--- src/rtl/rf_pkg.sv ---
// Register-file constants shared by the writeback path.
package rf_pkg;

  localparam int RF_ADDR_W = 5;
  localparam int RF_N_REG  = 32;
  localparam int RF_DATA_W = 16;
  localparam logic [RF_ADDR_W-1:0] RF_ZERO_ADDR = 5'd0;

endpackage

--- src/rtl/wb_pick_two.sv ---
// Combinational picker: walks the sources from start_i and selects up to two
// writers with distinct destinations; x0 requests are flagged for dropping.
module wb_pick_two
  import rf_pkg::*;
#(
  parameter int N_SRC = 3,
  parameter int PTR_W = $clog2(N_SRC)
) (
  input  logic [N_SRC-1:0]           valid_i,
  input  logic [N_SRC*RF_ADDR_W-1:0] addr_i,
  input  logic [PTR_W-1:0]           start_i,
  output logic [N_SRC-1:0]           grant_1_o,
  output logic [N_SRC-1:0]           grant_2_o,
  output logic [N_SRC-1:0]           drop_o
);

  logic                 found1;
  logic                 found2;
  logic [RF_ADDR_W-1:0] addr1;
  logic [RF_ADDR_W-1:0] cur;
  logic [PTR_W:0]       pos;
  logic [PTR_W-1:0]     idx;

  // Port 2 may never alias port 1's register, so its address is remembered.
  always_comb begin
    grant_1_o = '0;
    grant_2_o = '0;
    drop_o    = '0;
    found1    = 1'b0;
    found2    = 1'b0;
    addr1     = '0;
    cur       = '0;
    pos       = '0;
    idx       = '0;
    for (int k = 0; k < N_SRC; k++) begin
      pos = {1'b0, start_i} + (PTR_W+1)'(k);
      if (pos >= (PTR_W+1)'(N_SRC)) begin
        pos = pos - (PTR_W+1)'(N_SRC);
      end
      idx = pos[PTR_W-1:0];
      cur = addr_i[idx*RF_ADDR_W +: RF_ADDR_W];
      if (valid_i[idx]) begin
        if (cur == RF_ZERO_ADDR) begin
          drop_o[idx] = 1'b1;
        end else if (!found1) begin
          grant_1_o[idx] = 1'b1;
          found1         = 1'b1;
          addr1          = cur;
        end else if (!found2 && (cur != addr1)) begin
          grant_2_o[idx] = 1'b1;
          found2         = 1'b1;
        end
      end
    end
  end

endmodule

--- src/rtl/regfile_wb_arbiter.sv ---
// Writeback arbiter driving the two register-file write ports from registers.
// Define WB_ARB_RR_EN for round-robin scanning; otherwise source 0 has priority.
module regfile_wb_arbiter
  import rf_pkg::*;
#(
  parameter int DATA_W = RF_DATA_W,
  parameter int N_SRC  = 3
) (
  input  logic                      clk,
  input  logic                      arst_n,
  input  logic [N_SRC-1:0]          src_valid,
  input  logic [N_SRC*RF_ADDR_W-1:0] src_addr,
  input  logic [N_SRC*DATA_W-1:0]   src_data,
  output logic [N_SRC-1:0]          src_ready,
  output logic                      reg_write_1,
  output logic [RF_ADDR_W-1:0]      waddr_1,
  output logic [DATA_W-1:0]         wdata_1,
  output logic                      reg_write_2,
  output logic [RF_ADDR_W-1:0]      waddr_2,
  output logic [DATA_W-1:0]         wdata_2
);

  localparam int PTR_W = $clog2(N_SRC);

  logic [N_SRC-1:0]     grant1;
  logic [N_SRC-1:0]     grant2;
  logic [N_SRC-1:0]     drop;
  logic [PTR_W-1:0]     scanStart;
  logic [RF_ADDR_W-1:0] sel1Addr, sel2Addr;
  logic [DATA_W-1:0]    sel1Data, sel2Data;
  logic                 we1_q, we1_d, we2_q, we2_d;
  logic [RF_ADDR_W-1:0] waddr1_q, waddr1_d, waddr2_q, waddr2_d;
  logic [DATA_W-1:0]    wdata1_q, wdata1_d, wdata2_q, wdata2_d;

  wb_pick_two #(
    .N_SRC (N_SRC),
    .PTR_W (PTR_W)
  ) u_pick (
    .valid_i   (src_valid),
    .addr_i    (src_addr),
    .start_i   (scanStart),
    .grant_1_o (grant1),
    .grant_2_o (grant2),
    .drop_o    (drop)
  );

  // Dropped x0 requests are acknowledged without occupying a port.
  assign src_ready = grant1 | grant2 | drop;

  always_comb begin
    sel1Addr = '0;
    sel1Data = '0;
    sel2Addr = '0;
    sel2Data = '0;
    for (int i = 0; i < N_SRC; i++) begin
      if (grant1[i]) begin
        sel1Addr = src_addr[i*RF_ADDR_W +: RF_ADDR_W];
        sel1Data = src_data[i*DATA_W +: DATA_W];
      end
      if (grant2[i]) begin
        sel2Addr = src_addr[i*RF_ADDR_W +: RF_ADDR_W];
        sel2Data = src_data[i*DATA_W +: DATA_W];
      end
    end
  end

  always_comb begin
    we1_d    = |grant1;
    we2_d    = |grant2;
    waddr1_d = we1_d ? sel1Addr : waddr1_q;
    wdata1_d = we1_d ? sel1Data : wdata1_q;
    waddr2_d = we2_d ? sel2Addr : waddr2_q;
    wdata2_d = we2_d ? sel2Data : wdata2_q;
  end

  always_ff @(posedge clk or negedge arst_n) begin
    if (!arst_n) begin
      we1_q    <= 1'b0;
      we2_q    <= 1'b0;
      waddr1_q <= '0;
      wdata1_q <= '0;
      waddr2_q <= '0;
      wdata2_q <= '0;
    end else begin
      we1_q    <= we1_d;
      we2_q    <= we2_d;
      waddr1_q <= waddr1_d;
      wdata1_q <= wdata1_d;
      waddr2_q <= waddr2_d;
      wdata2_q <= wdata2_d;
    end
  end

`ifdef WB_ARB_RR_EN
  logic [PTR_W-1:0] rrPtr_q, rrPtr_d, lastIdx;

  // Port 2's source always follows port 1's in scan order, so it wins when present.
  always_comb begin
    lastIdx = '0;
    for (int i = 0; i < N_SRC; i++) begin
      if (grant1[i]) lastIdx = PTR_W'(i);
    end
    for (int i = 0; i < N_SRC; i++) begin
      if (grant2[i]) lastIdx = PTR_W'(i);
    end
    rrPtr_d = rrPtr_q;
    if (|grant1) begin
      rrPtr_d = (lastIdx == PTR_W'(N_SRC-1)) ? '0 : lastIdx + PTR_W'(1);
    end
  end

  always_ff @(posedge clk or negedge arst_n) begin
    if (!arst_n) rrPtr_q <= '0;
    else         rrPtr_q <= rrPtr_d;
  end

  assign scanStart = rrPtr_q;
`else
  assign scanStart = '0;
`endif

  assign reg_write_1 = we1_q;
  assign waddr_1     = waddr1_q;
  assign wdata_1     = wdata1_q;
  assign reg_write_2 = we2_q;
  assign waddr_2     = waddr2_q;
  assign wdata_2     = wdata2_q;

endmodule
--- config.mk ---
export PLATFORM = sky130hd
export DESIGN_NAME = regfile_wb_arbiter
export DESIGN_NICKNAME = d
export VERILOG_FILES = /design/src/rtl/rf_pkg.sv /design/src/rtl/wb_pick_two.sv /design/src/rtl/regfile_wb_arbiter.sv
export SDC_FILE = /design/constraint.sdc
export NUM_CORES = 1
export LEC_CHECK = 0
export CAP_MARGIN = 20
export CORE_MARGIN = 4
export CORE_UTILIZATION = 45
export DETAILED_ROUTE_END_ITERATION = 8
export PLACE_DENSITY = 0.82
export SETUP_SLACK_MARGIN = 0.2
export SYNTH_ARGS = -nofsm -noshare
export SYNTH_HDL_FRONTEND = slang
export SYNTH_SLANG_ARGS = --single-unit
--- constraint.sdc ---
create_clock -name clk -period 4.6 [get_ports clk]
set_input_delay 1.38 -clock clk [delete_from_list [all_inputs] [get_ports clk]]
set_output_delay 1.38 -clock clk [all_outputs]
set_load 0.005 [all_outputs]
# Word-level counts from Yosys, hierarchy flattened
# Index checks and enable logic that the tools add are counted.
# W data, S select, Z words.
[word_totals] ff_bits=44 out_inout_bits=47 elab_cells=64
[classes] n_eq_ne=2 muxes=47 bitwise=2 reduce_logical=7
[ops] operator="$mux W16" count=6
[ops] operator="$mux W5" count=11
[ops] operator="$mux W3" count=15
[ops] operator="$logic_not A5 Y1" count=3
[ops] operator="$mux W1" count=12
[ops] operator="$ne A5 B5 Y1" count=2
[ops] operator="$mux W2" count=3
[ops] operator="$or A3 B3 Y3" count=2
[ops] operator="$reduce_or A3 Y1" count=2
[ops] operator="$logic_and A1 B1 Y1" count=1
[ops] operator="$logic_not A1 Y1" count=1

# Longest topological paths before layout
[logic_depth] depth_word=17 depth_mapped=9 ltp_nobuf=6

# By module
# A second synthesis with hierarchy kept.
[unflattened] cells_unflattened=363 area_unflattened_um2=3321.9
[by_module_without_submodules] module="regfile_wb_arbiter" instances=1 cells_per_inst=205 area_each_um2=2183.3 seq_area_each_um2=1101.1
[by_module_without_submodules] module="wb_pick_two" instances=1 cells_per_inst=158 area_each_um2=1138.6 seq_area_each_um2=0.0

# Worst setup path after synthesis
# Ideal clock, no wire load.
[synth_timing] kind="input -> output" from="in src_addr[2]" to="out src_ready[2]" t_arrival_ps=2866 t_required_ps=3220 path_slack_ps=354 path_stages=7 path_buffers=1 cell_sequence="or4_4 o211ai_1 xnor2_1 nand4_2 buf_2 o21ai_0 a21boi_1"
[synth_between] elab_chain_cells=16 elab_cells_between_ends=27 classes_between="2 x eq/ne; 20 x mux; 2 x bitwise; 3 x reduce/logical"
[synth_lines] element="start: declaration" line="regfile_wb_arbiter.sv:12" source="input logic [N_SRC*RF_ADDR_W-1:0] src_addr,"
[synth_lines] element="$logic_not A5 Y1" line="wb_pick_two.sv:43" source="if (cur == RF_ZERO_ADDR) begin"
[synth_lines] element="$mux W5" line="wb_pick_two.sv:43"
[synth_lines] element="$mux W5" line="wb_pick_two.sv:42" source="if (valid_i[idx]) begin"
[synth_lines] element="$ne A5 B5 Y1" line="wb_pick_two.sv:49" source="end else if (!found2 && (cur != addr1)) begin"
[synth_lines] element="$mux W1" line="wb_pick_two.sv:49"
[synth_lines] element="$mux W1" line="wb_pick_two.sv:45" source="end else if (!found1) begin"
[synth_lines] element="$mux W1" line="wb_pick_two.sv:43"
[synth_lines] element="$mux W1" line="wb_pick_two.sv:42"
[synth_lines] element="$logic_not A1 Y1" line="wb_pick_two.sv:49"
[synth_lines] element="$logic_and A1 B1 Y1" line="wb_pick_two.sv:49"
[synth_lines] element="$mux W3" line="wb_pick_two.sv:49"
[synth_lines] element="$mux W3" line="wb_pick_two.sv:45"
[synth_lines] element="$mux W3" line="wb_pick_two.sv:43"
[synth_lines] element="$mux W3" line="wb_pick_two.sv:42"
[synth_lines] element="$or A3 B3 Y3 (*) (2 in a row)" line="regfile_wb_arbiter.sv:48" source="assign src_ready = grant1 | grant2 | drop;"
[synth_lines] element="end: declaration" line="regfile_wb_arbiter.sv:14" source="output logic [N_SRC-1:0] src_ready,"
# Every way passes the cells marked *; elsewhere a longest branch is shown, timed or not.

# Worst setup path after layout
[layout_timing] from="in src_addr[1]" to="out src_ready[2]"
# Same word-level chain as after synthesis.

==> results.md <==
* Post-route cell area at 4780 sq um
* Setup Viol. Count Final at 0
* N_diodes at 0
* Measured slew at the worst slew-check pin at about 1.0 ns
* Number of fill cells at approximately 440
* Cts hold-fix bufs at 0
* R2r setup slk at 3.56 ns
* Via density at between 6 and 7
* P per Cell Area at 270 nW/um^2
* Sequential share of power at 0.367
* DIE HEIGHT at around 90 microns
* Fin. Hold Viols at 0
* Root Driver: clkbuf_8
* I/O pin count at 115
* Synth Cell Area at 2980 sq um
* Mapped Cells at 362
* Antenna violations before repair at 0
* Min-Delay Path Depth at 2
* Commonest non-fill, non-tap cell in the layout: clkdlybuf4s50_1
* Core Area at 6390 sq um
* Final RePlAce weighted congestion at 0.931
* GRT met2 Usage at 0.477
* Worst-path maximum fanout at 3
* Final max-slew violation count at 0
* Ys Warns at 0
* Reg2reg end: wdata_2[5]$_DFFE_PN0P_
* Switching Power at 0.412 mW
* Die area at 8000 sq um
* Post-synth ARST share at 1.00
* Max cap viols at 0
* Nets at 580
* Number of buffers created by CTS at 5
* Vias post-DR at 3618
* Part of the power in the clock network at 0.245
* Register area share after synthesis at 0.369
* Comb pwr share at 0.388
* Required time worst endpoint at 3.22 ns
* Final worst path period share at 0.952
* Skew-Pair Late Insertion Delay at approximately 0.3 ns
* Yosys reg bits at 44
* Number of I/O port buffers at 114
* Starting DRT DRC Count at between 200 and 250
* Post-route DRC at 0
* Total power at 1.29 mW
* Drt first pass iters at 6
* R2r worst-path depth at 3
* CTS tree: yes
* Clk sink count at 44
* Num rows at 29
* Die Wd at slightly below 90 microns
* Netlist cell types at 39
* Cell Int Power at approximately 0.88 mW
* First-pass GRT wire length at 17400 microns
* Cell Area, Placed at 4380 sq um
* Met1 Use GR at 0.337
* F_max at 0.228 GHz
* DR WL/cell at roughly 19 microns
* Total Routed Length at between 10000 and 15000 microns
* GR Overflow Total at 0
* Sw Ratio at 0.320
* Crit path capture type: primary output
* Total Routing Usage GR at 0.280
* Vias in the first global route at 3624
* Final min period at approximately 4.4 ns
* Pre-CTS WS at -0.421 ns
* Synthesized area per cell at 8.24 sq um
* Detail Placement HPWL at 7170 microns
* Routing usage on met3 at 0.0599
* CP arrival at around 3 ns
* Syn nets at between 400 and 500
* Max H-tree Level at 2
* RSZ-0062 raised after global routing: true
* Gr busiest metal: met2
* Status: finished, final reports clean
* Area growth from synthesis to layout at 60.1%
* Final core occ at 0.748
* Setup CP Type: in -> out
* R2r startpoint: wdata_2[5]$_DFFE_PN0P_
* VDD IR max at ~0.28 mV
* Synth Flop Type: dfrtp_1
* Clock-pin transition on the worst setup and hold timing paths at 0.09 ns
* Largest net degree at the start of global routing at 45
* Worst rel slew slack at 0.304
* Routed Antenna Nets at 0
* Initial Util at 0.467
* Post-synth EDFFs at 0
* Maximum clock path buffer count at 2
* Worst hold path type: reg -> reg
* Fraction of layout cells with a size suffix above 1 at 0.183
* Final WS setup at around 0.22 ns
* Pleak at 2.05 nW
* Hold_sp: waddr_1[2]$_DFFE_PN0P_
* Most frequent cells in the layout: 99 x clkdlybuf4s50_1, 47 x buf_4, 44 x dfrtp_1
* Worst clock skew at 0 ns
* Startpoint types: input pin
* Worst Hold Path EP: waddr_1[2]$_DFFE_PN0P_
-- cell usage after synthesis (all sizes together), types with 4 or more instances --
| library cell | n | area (sq um) |
|---|---|---|
| a21oi | 16 | 80.1 |
| dfrtp | 44 | 1100 |
| nand2 | 29 | 109 |
| a32oi | 4 | 35.0 |
| mux2i | 17 | 170 |
| o21ai | 49 | 257 |
| clkbuf | 15 | 57.6 |
| inv | 22 | 82.6 |
| o31a | 21 | 184 |
| buf | 18 | 114 |
| nand3b | 6 | 45.0 |
| nor2 | 43 | 169 |
| o211ai | 24 | 180 |
| a31oi | 21 | 131 |
-- kinds of logic after synthesis --
group,after synthesis,synth area share
AOI/OAI and AO/OA,150,0.330
and+or+nand+nor,90,0.141
buffers and inverters,55,0.0851
DFF,44,0.369
muxes,17,0.0570
xor gates and xnor gates,6,0.0176
-- power groups by stage --
| stage | clock (mW) | sequential [mW] | combinational (mW) |
|---|---|---|---|
| finish | 0.316 | 0.473 | 0.500 |
| global route | 0.338 | 0.479 | 0.539 |
| floorplan | 0 | 0.479 | 0.191 |
| global placement | 0 | 0.474 | 0.434 |
| detailed placement | 0 | 0.479 | 0.445 |
| CTS | 0.318 | 0.471 | 0.467 |
-- final cells by class --
| type | instances | area [sq um] | area share |
|---|---|---|---|
| timing repair buffer | 176 | 1700 | 0.355 |
| multi-input combinational | 263 | 1690 | 0.353 |
| sequential | 44 | 1100 | 0.231 |
| tap | 77 | 96.3 | 0.0202 |
| inverter | 22 | 82.6 | 0.0173 |
| clock buffer | 5 | 68.8 | 0.0144 |
| clock inverter | 3 | 46.3 | 0.00969 |
-- layer usage --
metal | vias up | part of all wire | routed length (microns)
met3 | 44 | 0.081 | 932
met2 | 238 | 0.50 | 5750
met5 | - | 0 | 0
li1 | 1627 | - | -
met1 | 1709 | 0.38 | 4350
met4 | 0 | 0.039 | 442
-- timing repair --
| item | 4_1_cts | 5_1_grt |
|---|---|---|
| gates resized for setup | 32 | 20 |
| setup buffers | 17 | 1 |
| cloned | 0 | 3 |
| endpoints found under the setup margin | 2 | 24 |
| endpoints found under the hold margin | 0 | 0 |
| pin swaps | 12 | 15 |
-- per-stage QoR --
step,instances,hold slack [ns],setup TNS [ns]
floorplan,362,0.509,0
global placement,560,0.513,-0.567
detailed placement,560,0.562,-0.658
CTS,585,0.583,0
global route,590,0.605,0
finish,590,0.577,0
-- flip-flops by register name (all words and copies together), names as in the netlist --
| signal | cells |
|---|---|
| reg_write_1 | 1 |
| reg_write_2 | 1 |
| waddr_2 | 5 |
| wdata_1 | 16 |
| waddr_1 | 5 |
| wdata_2 | 16 |
-- worst max-delay path, cell delays in order --
cell and delay, ns:
buf_6 0.09, or4_4 0.55, o211ai_1 0.28, xnor2_1 0.18, nand4_2 0.15, o21ai_2 0.17
a21boi_2 0.07, buf_2 0.13
-- worst max path at each step --
stage	start	endpoint	slack [ns]	cells past startpoint
floorplan	src_addr[2]	src_ready[2]	0.35	7
global placement	src_addr[2]	src_ready[2]	-0.38	8
detailed placement	src_addr[2]	src_ready[2]	-0.42	8
CTS	src_addr[2]	src_ready[2]	0.18	8
global route	src_addr[5]	src_ready[2]	0.15	9
finish	src_addr[1]	src_ready[2]	0.22	8
(Power assumes the default switching activity.)
